--- src/rtl/derect_pkg.sv ---
// Shared defaults, signed-range helpers and the sign-restore conversion
// used by the derectifier receive path.
package derect_pkg;

  localparam int N_DEF     = 16;
  localparam int DEPTH_DEF = 4;
  localparam int CW_DEF    = 16;

  // Conversion is computed at this fixed width and truncated by the caller,
  // so one function serves every sample width up to MAXW.
  localparam int MAXW = 64;

  typedef struct packed {
    logic            is_neg;
    logic            is_sat;
    logic [MAXW-1:0] value;
  } restore_t;

  // Largest positive n-bit two's-complement value, zero-extended.
  function automatic logic [MAXW-1:0] maxp(input int n);
    return (MAXW'(1) << (n - 1)) - MAXW'(1);
  endfunction

  // Most negative n-bit value, sign-extended to MAXW bits.
  function automatic logic [MAXW-1:0] minn(input int n);
    return ~maxp(n);
  endfunction

  // {sign, magnitude} -> signed value; magnitudes beyond the signed range
  // clamp to the nearest limit and flag saturation. A negative zero maps to
  // 0 and is not reported as negative.
  function automatic restore_t sign_restore(input logic sign,
                                            input logic [MAXW-1:0] mag,
                                            input int n);
    restore_t r;
    logic [MAXW-1:0] half;
    half     = maxp(n) + MAXW'(1);
    r.is_neg = 1'b0;
    r.is_sat = 1'b0;
    r.value  = '0;
    if (!sign) begin
      if (mag > maxp(n)) begin
        r.value  = maxp(n);
        r.is_sat = 1'b1;
      end else begin
        r.value  = mag;
      end
    end else if (mag != '0) begin
      r.is_neg = 1'b1;
      if (mag > half) begin
        r.value  = minn(n);
        r.is_sat = 1'b1;
      end else begin
        r.value  = '0 - mag;
      end
    end
    return r;
  endfunction

endpackage

--- src/rtl/derect_fifo.sv ---
// Small synchronous FIFO: power-of-two depth, pointers wrap naturally,
// occupancy kept in a separate counter so full and empty are unambiguous.
module derect_fifo #(
  parameter int W     = 17,
  parameter int DEPTH = 4,
  localparam int AW   = $clog2(DEPTH)
) (
  input  logic         clk,
  input  logic         rst_n,
  input  logic         i_push,
  input  logic [W-1:0] i_wdata,
  input  logic         i_pop,
  output logic [W-1:0] o_rdata,
  output logic         o_full,
  output logic         o_empty,
  output logic [AW:0]  o_occ
);

  logic [W-1:0]  r_mem [DEPTH];
  logic [AW-1:0] r_wr_ptr;
  logic [AW-1:0] r_rd_ptr;
  logic [AW:0]   r_cnt;
  logic          w_do_push;
  logic          w_do_pop;

  // A push into a full FIFO is dropped even when a pop frees a slot this cycle.
  assign w_do_push = i_push && !o_full;
  assign w_do_pop  = i_pop && !o_empty;

  assign o_full  = (r_cnt == (AW+1)'(DEPTH));
  assign o_empty = (r_cnt == '0);
  assign o_occ   = r_cnt;
  assign o_rdata = r_mem[r_rd_ptr];

  // Storage needs no reset: pointers/occupancy define what is valid.
  always_ff @(posedge clk) begin
    if (w_do_push) r_mem[r_wr_ptr] <= i_wdata;
  end

  // Pointer and occupancy bookkeeping.
  always_ff @(posedge clk or negedge rst_n) begin
    if (!rst_n) begin
      r_wr_ptr <= '0;
      r_rd_ptr <= '0;
      r_cnt    <= '0;
    end else begin
      if (w_do_push) r_wr_ptr <= r_wr_ptr + AW'(1);
      if (w_do_pop)  r_rd_ptr <= r_rd_ptr + AW'(1);
      case ({w_do_push, w_do_pop})
        2'b10:   r_cnt <= r_cnt + (AW+1)'(1);
        2'b01:   r_cnt <= r_cnt - (AW+1)'(1);
        default: r_cnt <= r_cnt;
      endcase
    end
  end

endmodule

--- src/rtl/derectifier.sv ---
// Receive side of the rectified stream: buffers {sign, magnitude} samples,
// restores the signed value on the output register load and keeps
// negative/saturation statistics.
module derectifier
  import derect_pkg::*;
#(
  parameter int N     = N_DEF,
  parameter int DEPTH = DEPTH_DEF,
  parameter int CW    = CW_DEF,
  localparam int AW   = $clog2(DEPTH)
) (
  input  logic          clk,
  input  logic          rst_n,
  input  logic          in_valid,
  input  logic [N-1:0]  in_data,
  input  logic          in_sign,
  output logic          in_ready,
  output logic          stop,
  output logic          out_valid,
  input  logic          out_ready,
  output logic [N-1:0]  out_data,
  input  logic          clr_stats,
  output logic [CW-1:0] neg_count,
  output logic [CW-1:0] sat_count,
  output logic          sat_flag
);

  logic          w_full;
  logic          w_empty;
  logic [AW:0]   w_occ;
  logic          w_push;
  logic          w_pop;
  logic [N:0]    w_rd;
  restore_t      w_res;
  logic [N-1:0]  w_val;

  logic          r_out_valid;
  logic [N-1:0]  r_out_data;
  logic [CW-1:0] r_neg_cnt;
  logic [CW-1:0] r_sat_cnt;
  logic          r_sat_flag;

  assign in_ready = (w_occ < (AW+1)'(DEPTH));
  assign stop     = ~in_ready;
  assign w_push   = in_valid && !w_full;
  // Output register refills whenever it is empty or being drained.
  assign w_pop    = !w_empty && (!r_out_valid || out_ready);

  derect_fifo #(.W(N+1), .DEPTH(DEPTH)) u_fifo (
    .clk     (clk),
    .rst_n   (rst_n),
    .i_push  (w_push),
    .i_wdata ({in_sign, in_data}),
    .i_pop   (w_pop),
    .o_rdata (w_rd),
    .o_full  (w_full),
    .o_empty (w_empty),
    .o_occ   (w_occ)
  );

  assign w_res = sign_restore(w_rd[N], MAXW'(w_rd[N-1:0]), N);
  assign w_val = w_res.value[N-1:0];

  // Upper bits of the wide conversion result are sign/zero extension only.
  generate
    if (N < MAXW) begin : g_ext
      logic w_unused;
      assign w_unused = ^w_res.value[MAXW-1:N];
    end
  endgenerate

  // Output register: load on pop, drop valid when drained with nothing queued.
  always_ff @(posedge clk or negedge rst_n) begin
    if (!rst_n) begin
      r_out_valid <= 1'b0;
      r_out_data  <= '0;
    end else if (w_pop) begin
      r_out_valid <= 1'b1;
      r_out_data  <= w_val;
    end else if (r_out_valid && out_ready) begin
      r_out_valid <= 1'b0;
    end
  end

  // Statistics follow loads; a clear in the same cycle discards that event.
  always_ff @(posedge clk or negedge rst_n) begin
    if (!rst_n) begin
      r_neg_cnt  <= '0;
      r_sat_cnt  <= '0;
      r_sat_flag <= 1'b0;
    end else if (clr_stats) begin
      r_neg_cnt  <= '0;
      r_sat_cnt  <= '0;
      r_sat_flag <= 1'b0;
    end else if (w_pop) begin
      if (w_res.is_neg) r_neg_cnt <= r_neg_cnt + CW'(1);
      if (w_res.is_sat) begin
        r_sat_cnt  <= r_sat_cnt + CW'(1);
        r_sat_flag <= 1'b1;
      end
    end
  end

  assign out_valid = r_out_valid;
  assign out_data  = r_out_data;
  assign neg_count = r_neg_cnt;
  assign sat_count = r_sat_cnt;
  assign sat_flag  = r_sat_flag;

endmodule

--- config.mk ---
export PLATFORM = sky130hd
export DESIGN_NAME = derectifier
export DESIGN_NICKNAME = d
export VERILOG_FILES = /design/src/rtl/derect_pkg.sv /design/src/rtl/derect_fifo.sv /design/src/rtl/derectifier.sv
export SDC_FILE = /design/constraint.sdc
export NUM_CORES = 1
export LEC_CHECK = 0
export BUFFER_PORTS_ARGS = -buffer_cell sky130_fd_sc_hd__buf_4
export CAP_MARGIN = 20
export CORE_ASPECT_RATIO = 1.2
export CORE_MARGIN = 2
export CORE_UTILIZATION = 58
export DETAILED_ROUTE_END_ITERATION = 10
export GPL_ROUTABILITY_DRIVEN = 0
export PLACE_DENSITY = 0.86
export SYNTH_ARGS = -nofsm -noshare
export SYNTH_HDL_FRONTEND = slang
export SYNTH_SLANG_ARGS = --single-unit
--- constraint.sdc ---
create_clock -name clk -period 4.28 [get_ports clk]
set_input_delay 0.856 -clock clk [delete_from_list [all_inputs] [get_ports clk]]
set_output_delay 0.856 -clock clk [all_outputs]
set_load 0.01 [all_outputs]
==> metrics.yaml, run 1 <==
slew_violations: 0
synth.avg_cell_area_um2: 12.37
period_needed_ns: 3.572
skew_ns: 0.009546
fin_nets: 578
cts.sinks: 125
seq_area_frac_synth_pct: 59.26
drc: 0
max_clock_freq_mhz: 280.0
design_area_um2: 7063
critical-path-max-stage-delay_ns: 0.83
first_global_vias: 4204
r2r_cells: 7
critPathLaunchType: "flop"
vias: 4305
cts_made_buffers: 17
hold_class: "in -> async"
diodes: 0
core_um2: 9910
finalWorstSetupSlack_ns: 0.7083
die_w_um: 95.71
r2r_start: "u_fifo.r_rd_ptr[1]"
cp.required_ns: 4.61
r2r_slack_ns: 0.71
start_util_pct: 59.07
grt_pass1_wl_mm: 21.62
pwr-share-seq_pct: 36.0
switching_share_pct: 34.47
worst_r2r_endpoint: "sat_count[7]"
synthCells: 473
synth_area_um2: 5853
cp_slowest_cell: "dfrtp_1"
max-vdd-ir-drop_mv: 0.5120
via_per_inst: 6.276
max-clock-path-buffers: 2
fp-row-count: 40
area_growth_pct: 20.67
cp_max_fo: 18
hold_viol: 0
clkTransAtPathRegs_ns: 0.05
drtIter0Drc: 513
io_pins: 74
setup-violations-final: 0
power.switching_mw: 1.662
fin_crit_sh_pct: 83.45
drv_cap: 0
path_cells: "buf_4, mux4_2, nor3_2, nand4_1, o31ai_2, o21ai_0, a21oi_1"
placed_cell_area_um2: 6480
grt-ovfl-total: 0
fin_hold_ws_ns: 0.5004
postCtsSetupRepairBufs: 0
syn-num-nets: 504
worstPathArrival_ns: 3.91
synth_edf_count: 68
leakagePower_nw: 2.690
postSynth.asyncResetShare_pct: 45.60
relSlewSlack_pct: 39.71
clock_latency_ns: 0.41
clkPwrFrac_pct: 29.1
clockRootBuffer: "clkbuf_16"
intPower_mw: 3.158
p_per_area_nw_per_um2: 682.4
dieHeight_um: 114.0
ys_warn_count: 0
drt_first_pass_iters: 6
cp-end-kind: "flop"
critPathKind: "reg -> reg"
yosys_register_bits: 125
tns_ns: 0
pwr-share-comb_pct: 34.9
drive_gt1_share_pct: 25.18
tritoncts: "done"
synth_cell_type_count: 58
hpwl_mm: 8.627
pre_cts_ws_ns: 0.8426
tightest_slew_ns: 0.9044
status: "complete, no violations"
grt_max_degree: 58
postRouteAntennaNets: 0
antenna_found_initial: 0
grt_use_total_pct: 26.35
die-area_um2: 10910
portBuffers: 73
postCtsHoldBufs: 0
synth_ff_type: "edfxtp_1"
wl_per_cell_um: 19.42
rsz0062_at_grt: "no"
wirelength_mm: 13.32
post_cts_resized: 0
h-tree-depth: 4
-- placed cells by master, fill, tap and decap left out, types with 6 or more instances in the layout --
cell type / netlist / routed
nand2_1: 34 / 34
o31ai_1: 11 / 11
nor3_1: 7 / 7
xor2_1: 9 / 9
edfxtp_1: 68 / 68
or4_1: 9 / 9
clkbuf_16: 0 / 17
nor2_1: 32 / 32
ha_1: 8 / 8
a21oi_1: 41 / 41
dfrtp_1: 57 / 57
nand3_1: 16 / 16
inv_1: 17 / 17
xnor2_1: 6 / 6
or3_1: 17 / 17
mux4_2: 17 / 17
nand4_1: 15 / 15
and2_1: 6 / 6
o21ai_0: 20 / 20
buf_4: 1 / 77
-- area by class of cell --
type | instances | area (um^2)
inverter | 18 | 67.56
sequential | 125 | 3468
clock inverter | 6 | 83.83
multi-input combinational | 308 | 2208
fill | 663 | 2846
tap | 126 | 157.7
clock buffer | 26 | 499.2
timing repair buffer | 77 | 578.1
-- critical path, delay by kind of cell (launching register included) --
kind	cells	cell delay (ns)
flops	1	0.83
mux	1	0.36
buf+inv	1	0.26
simple gates	2	0.87
compound gates	3	1.17
-- per-stage QoR --
step / utilization [%] / total power [mW] / instances
floorplan: - / 2.868 / 473
global placement: 65.39 / 3.299 / 654
detailed placement: 65.39 / 3.381 / 654
CTS: 71.28 / 4.812 / 686
global route: 71.28 / 5.060 / 686
finish: 71.28 / 4.820 / 686
-- cell usage after synthesis (8+ instances only) --
master / count / area, um^2
nor2_1: 32 / 120.1
nand3_1: 16 / 80.08
mux4_2: 17 / 382.9
nand4_1: 15 / 93.84
ha_1: 8 / 100.1
edfxtp_1: 68 / 2042
clkbuf_1: 12 / 45.04
a21oi_1: 41 / 205.2
or3_1: 17 / 106.4
xor2_1: 9 / 78.83
or4_1: 9 / 67.56
o31ai_1: 11 / 82.58
inv_1: 17 / 63.81
nand2_1: 34 / 127.6
o21ai_0: 20 / 100.1
dfrtp_1: 57 / 1426
-- sequential cells by signal, summed over array words and instances, names as in the netlist --
| signal | count |
|---|---|
| u_fifo.o_occ | 3 |
| neg_count | 16 |
| out_data | 16 |
| u_fifo.r_wr_ptr | 2 |
| out_valid | 1 |
| u_fifo.r_rd_ptr | 2 |
| sat_count | 16 |
| sat_flag | 1 |
| u_fifo.r_mem | 68 |
-- power groups by stage --
stage / sequential (mW) / clock, mW / combinational [mW]
floorplan: 1.72 / 0 / 1.15
global placement: 1.74 / 0 / 1.56
detailed placement: 1.75 / 0 / 1.63
CTS: 1.74 / 1.41 / 1.66
global route: 1.76 / 1.48 / 1.83
finish: 1.73 / 1.40 / 1.68
-- layer usage --
| layer | wire length [um] | part of all wire, % | GRT usage [%] | vias to the layer above |
|---|---|---|---|---|
| li1 | - | - | - | 1953 |
| met2 | 6852 | 51 | 44.01 | 188 |
| met3 | 738 | 5.5 | 5.614 | 38 |
| met1 | 5388 | 40 | 33.41 | 2126 |
| met4 | 344 | 2.6 | 10.76 | 0 |
| met5 | 0 | 0 | 0 | - |
-- worst max path at each step --
stage                       start            end  slack, ns  depth (start not counted)
6_report       u_fifo.r_rd_ptr[1]   sat_count[7]       0.71                          7
5_1_grt        u_fifo.r_rd_ptr[1]   sat_count[3]       0.46                          7
2_1_floorplan  u_fifo.r_rd_ptr[0]    out_data[5]       1.30                         12
3_5_place_dp   u_fifo.r_rd_ptr[1]  sat_count[11]       0.84                          7
3_3_place_gp   u_fifo.r_rd_ptr[0]   sat_count[3]       1.03                          7
4_1_cts        u_fifo.r_rd_ptr[1]   sat_count[3]       0.81                          7
-- cells by family (layout without fill, tap and decap cells) --
kind of cell	after synthesis	count (layout)	share of synthesized area (%)
adders and majority gates	9	9	2.052
and+or+nand+nor	158	158	14.26
buffers and inverters	40	127	3.014
AOI/OAI and AO/OA	104	104	11.46
muxes	22	22	7.717
DFF	125	125	59.26
xor gates and xnor gates	15	15	2.245
Note: power is estimated with default switching activity, not from simulation.
==> inputs of run 2 (changes only) <==
clock period = 3.7 ns   (was 4.28 ns; I/O delays follow)
==> metrics.yaml, run 2 (synthesis gave the netlist of run 1 again) <==
postCtsSetupRepairBufs: 0
worst_r2r_endpoint: "neg_count[5]"
cts_made_buffers: 17
start_util_pct: 59.07
route.met3.wl_um: 937
topRoutingLayerUsed: "met4"
intPower_mw: 3.491
core_um2: 9910
critPathLaunchType: "flop"
clkTransAtPathRegs_ns: 0.06
power.switching_mw: 2.009
die_w_um: 95.71
layout_commonest_cell: "buf_4"
h-tree-depth: 4
m1WireLength_mm: 5.239
regArea_um2: 3468
relSlewSlack_pct: 37.82
clock_latency_ns: 0.42
pre_cts_ws_ns: 0.5703
io_pins: 74
period_needed_ns: 3.174
final_cell_mix: "buf_4, edfxtp_1, dfrtp_1"
vias: 4364
max_clock_freq_mhz: 315.1
max-clock-path-buffers: 2
r2r_start: "u_fifo.r_rd_ptr[0]"
largest_register: "u_fifo.r_mem"
grt_max_degree: 58
hold_class: "in -> async"
switching_share_pct: 36.52
area_growth_pct: 20.84
r2r_slack_ns: 0.53
wl_per_cell_um: 18.91
drc: 0
antenna_found_initial: 0
die-area_um2: 10910
clkPwrFrac_pct: 27.9
pwr-share-seq_pct: 36.4
hold_viol: 0
rsz0062_at_grt: "no"
multi_input_area_um2: 2208
via_per_inst: 6.325
largest_register_ffs: 68
slew_violations: 0
cp.required_ns: 4.04
wl_met2_mm: 6.576
pwr-share-comb_pct: 35.8
cp-end-kind: "flop"
hpwl_mm: 8.408
nFillCells: 653
tritoncts: "done"
tns_ns: 0
drive_gt1_share_pct: 26.42
p_per_area_nw_per_um2: 777.6
dieHeight_um: 114.0
cts.sinks: 125
fin_crit_sh_pct: 85.77
first_global_vias: 4172
status: "complete, no violations"
drv_cap: 0
drtIter0Drc: 545
finalWorstSetupSlack_ns: 0.5263
leakagePower_nw: 2.689
r2r_cells: 7
critPathKind: "reg -> reg"
cp_max_fo: 18
post_cts_resized: 0
grt_use_total_pct: 25.37
grt-ovfl-total: 0
portBuffers: 73
fp-row-count: 40
skew_ns: 0.006069
fin_nets: 582
setup-violations-final: 0
clockRootBuffer: "clkbuf_16"
wirelength_mm: 13.05
drt_first_pass_iters: 6
tightest_slew_ns: 0.9327
postCtsHoldBufs: 0
max-vdd-ir-drop_mv: 0.4590
postRouteAntennaNets: 0
worstPathArrival_ns: 3.51
grt_pass1_wl_mm: 20.87
diodes: 0
run 2: power groups by stage:
stage / Combinational [mW] / Clock (mW) / Sequential [mW]
finish: 1.97 / 1.53 / 2.00
global route: 2.15 / 1.61 / 2.03
CTS: 1.95 / 1.54 / 2.00
detailed placement: 1.93 / 0 / 2.02
global placement: 1.87 / 0 / 1.99
floorplan: 1.33 / 0 / 1.98
run 2: worst max path at each step:
stage	from	end	slack [ns]	cells past startpoint
2_1_floorplan	u_fifo.r_rd_ptr[0]	out_data[5]	0.72	12
3_3_place_gp	u_fifo.r_rd_ptr[0]	out_data[5]	0.69	6
3_5_place_dp	u_fifo.r_rd_ptr[0]	out_data[5]	0.57	6
4_1_cts	u_fifo.r_rd_ptr[0]	out_data[5]	0.57	6
5_1_grt	u_fifo.r_rd_ptr[0]	neg_count[7]	0.31	7
6_report	u_fifo.r_rd_ptr[0]	neg_count[5]	0.53	7
run 2: area by class of cell:
class	count	share of cell area (%)
Multi-Input combinational cell	308	31.22
Clock buffer	17	6.015
Clock inverter	15	1.769
Timing Repair Buffer	81	8.774
Inverter	18	0.9552
Sequential cell	125	49.04
Tap cell	126	2.229
run 2: layer usage:
metal  global-route usage, %  vias up
met3                   6.341       33
met1                   32.50     2136
met4                   8.857        0
met2                   42.14      232
met5                       0        -
li1                        -     1963
run 2: worst max-delay path: stages, from the launching register on:
cell	delay, ns
dfrtp_1	0.48
buf_12	0.22
mux4_2	0.70
nor4_1	0.34
nand4_1	0.32
o21ai_1	0.67
o31ai_1	0.19
a21oi_1	0.18
run 2: through the flow:
step / util (%) / instances / hold WS [ns] / cell area (um^2) / power [mW]
3_5_place_dp: 65.82 / 658 / 0.4983 / 6523 / 3.945
5_1_grt: 71.38 / 690 / 0.4373 / 7073 / 5.787
3_3_place_gp: 65.82 / 658 / 0.4808 / 6523 / 3.859
6_report: 71.38 / 690 / 0.3731 / 7073 / 5.500
4_1_cts: 71.38 / 690 / 0.3982 / 7073 / 5.488
2_1_floorplan: - / 473 / 0.4444 / 5853 / 3.317
==> inputs of run 3 (changes only) <==
CORE_ASPECT_RATIO = unset   (was 1.2)
==> metrics.yaml, run 3 (synthesis gave the netlist of run 1 again) <==
pwr-share-seq_pct: 35.6
postRouteAntennaNets: 0
clockRootBuffer: "clkbuf_8"
setup-violations-final: 0
max-clock-path-buffers: 2
grt_pass1_wl_mm: 21.40
vias: 4374
design_area_um2: 7109
pwr-share-comb_pct: 35.0
final_cell_mix: "buf_4, edfxtp_1, dfrtp_1"
drt_first_pass_iters: 8
fin_crit_sh_pct: 86.66
critPathKind: "reg -> reg"
placed_cell_area_um2: 6519
hold_class: "in -> async"
r2r_slack_ns: 0.49
fin_nets: 582
core_um2: 9774
drtIter0Drc: 458
fin_hold_ws_ns: 0.2668
cp.required_ns: 4.14
start_util_pct: 59.88
grt_max_degree: 58
largest_register: "u_fifo.r_mem"
power.switching_mw: 1.962
fp-row-count: 36
drc: 0
total_power_mw: 5.603
diodes: 0
largest_register_ffs: 68
layout_commonest_cell: "buf_4"
portBuffers: 73
max_clock_freq_mhz: 311.9
worstPathArrival_ns: 3.65
cp-end-kind: "flop"
die_w_um: 104.5
cp_max_fo: 16
grt-ovfl-total: 0
area_growth_pct: 21.46
tns_ns: 0
grt_use_total_pct: 25.10
antenna_found_initial: 0
period_needed_ns: 3.206
wirelength_mm: 13.00
hpwl_mm: 8.591
slew_violations: 0
postCtsSetupRepairBufs: 0
tightest_slew_ns: 0.8886
r2r_start: "u_fifo.r_rd_ptr[0]"
clkTransAtPathRegs_ns: 0.06
die-area_um2: 10910
io_pins: 74
post_cts_resized: 0
drv_cap: 0
switching_share_pct: 35.02
status: "complete, no violations"
critPathLaunchType: "flop"
dieHeight_um: 104.5
via_per_inst: 6.275
leakagePower_nw: 2.698
worst_r2r_endpoint: "neg_count[7]"
rsz0062_at_grt: "no"
skew_ns: 0.01223
postCtsHoldBufs: 0
r2r_cells: 7
first_global_vias: 4297
relSlewSlack_pct: 40.76
cts_made_buffers: 17
clkPwrFrac_pct: 29.4
cts.sinks: 125
wl_per_cell_um: 18.65
tritoncts: "done"
intPower_mw: 3.641
h-tree-depth: 4
drive_gt1_share_pct: 26.24
p_per_area_nw_per_um2: 788.1
hold_viol: 0
max-vdd-ir-drop_mv: 0.4598
clock_latency_ns: 0.52
run 3: changes by cell type in the layout (fill, tap and decap cells not counted):
| cell | before | now |
|---|---|---|
| inv_6 | 6 | 1 |
| bufinv_16 | 0 | 3 |
| clkbuf_1 | 0 | 2 |
| buf_12 | 1 | 0 |
| buf_4 | 80 | 81 |
| clkbuf_16 | 17 | 16 |
| clkbuf_8 | 0 | 1 |
| clkinv_1 | 2 | 1 |
| clkinv_2 | 0 | 1 |
| clkinvlp_4 | 3 | 4 |
| inv_8 | 1 | 0 |
run 3: how the worst max path moves through the flow:
stage / end / cells past startpoint / from / slack, ns
final: neg_count[7] / 7 / u_fifo.r_rd_ptr[0] / 0.49
after global routing: neg_count[3] / 7 / u_fifo.r_rd_ptr[0] / 0.28
after CTS: out_data[10] / 6 / u_fifo.r_rd_ptr[0] / 0.51
after detailed placement: out_data[7] / 9 / u_fifo.r_rd_ptr[0] / 0.51
after global placement: neg_count[5] / 7 / u_fifo.r_rd_ptr[0] / 0.65
after floorplan: out_data[5] / 12 / u_fifo.r_rd_ptr[0] / 0.72
run 3: cell type report:
class	instances	area, um^2
clock inverters	13	168.9
inverters	18	67.56
clock buffers	19	421.7
flip-flops and latches	125	3468
repair buffers	81	608.1
well taps	133	166.4
fillers	629	2665
multi-input cells	308	2208
run 3: worst max-delay path: stages (launching register included):
cell	delay (ns)
dfrtp_1	0.56
buf_4	0.26
mux4_2	0.71
nor4_1	0.35
nand4_1	0.33
o21ai_1	0.58
o21ai_0	0.19
a21oi_1	0.14
run 3: metal layers:
| metal | track usage [%] | part of all wire, % | up-vias |
|---|---|---|---|
| met3 | 6.203 | 7.8 | 35 |
| met2 | 43.70 | 51 | 232 |
| met4 | 8.687 | 1.9 | 0 |
| met5 | 0 | 0 | - |
| li1 | - | - | 1962 |
| met1 | 30.50 | 39 | 2145 |
run 3: power by group through the flow:
stage / sequential, mW / clock [mW] / combinational, mW
CTS: 1.99 / 1.66 / 1.96
finish: 1.99 / 1.65 / 1.96
global placement: 1.99 / 0 / 1.85
floorplan: 1.98 / 0 / 1.33
global route: 2.02 / 1.73 / 2.15
detailed placement: 2.01 / 0 / 1.93
run 3: stage by stage:
| step | setup slack, ns | cells | util (%) |
|---|---|---|---|
| after floorplan | 0.7173 | 473 | - |
| after global placement | 0.6487 | 665 | 66.69 |
| after detailed placement | 0.5094 | 665 | 66.69 |
| after CTS | 0.5055 | 697 | 72.73 |
| after global routing | 0.2782 | 697 | 72.73 |
| final | 0.4935 | 697 | 72.73 |
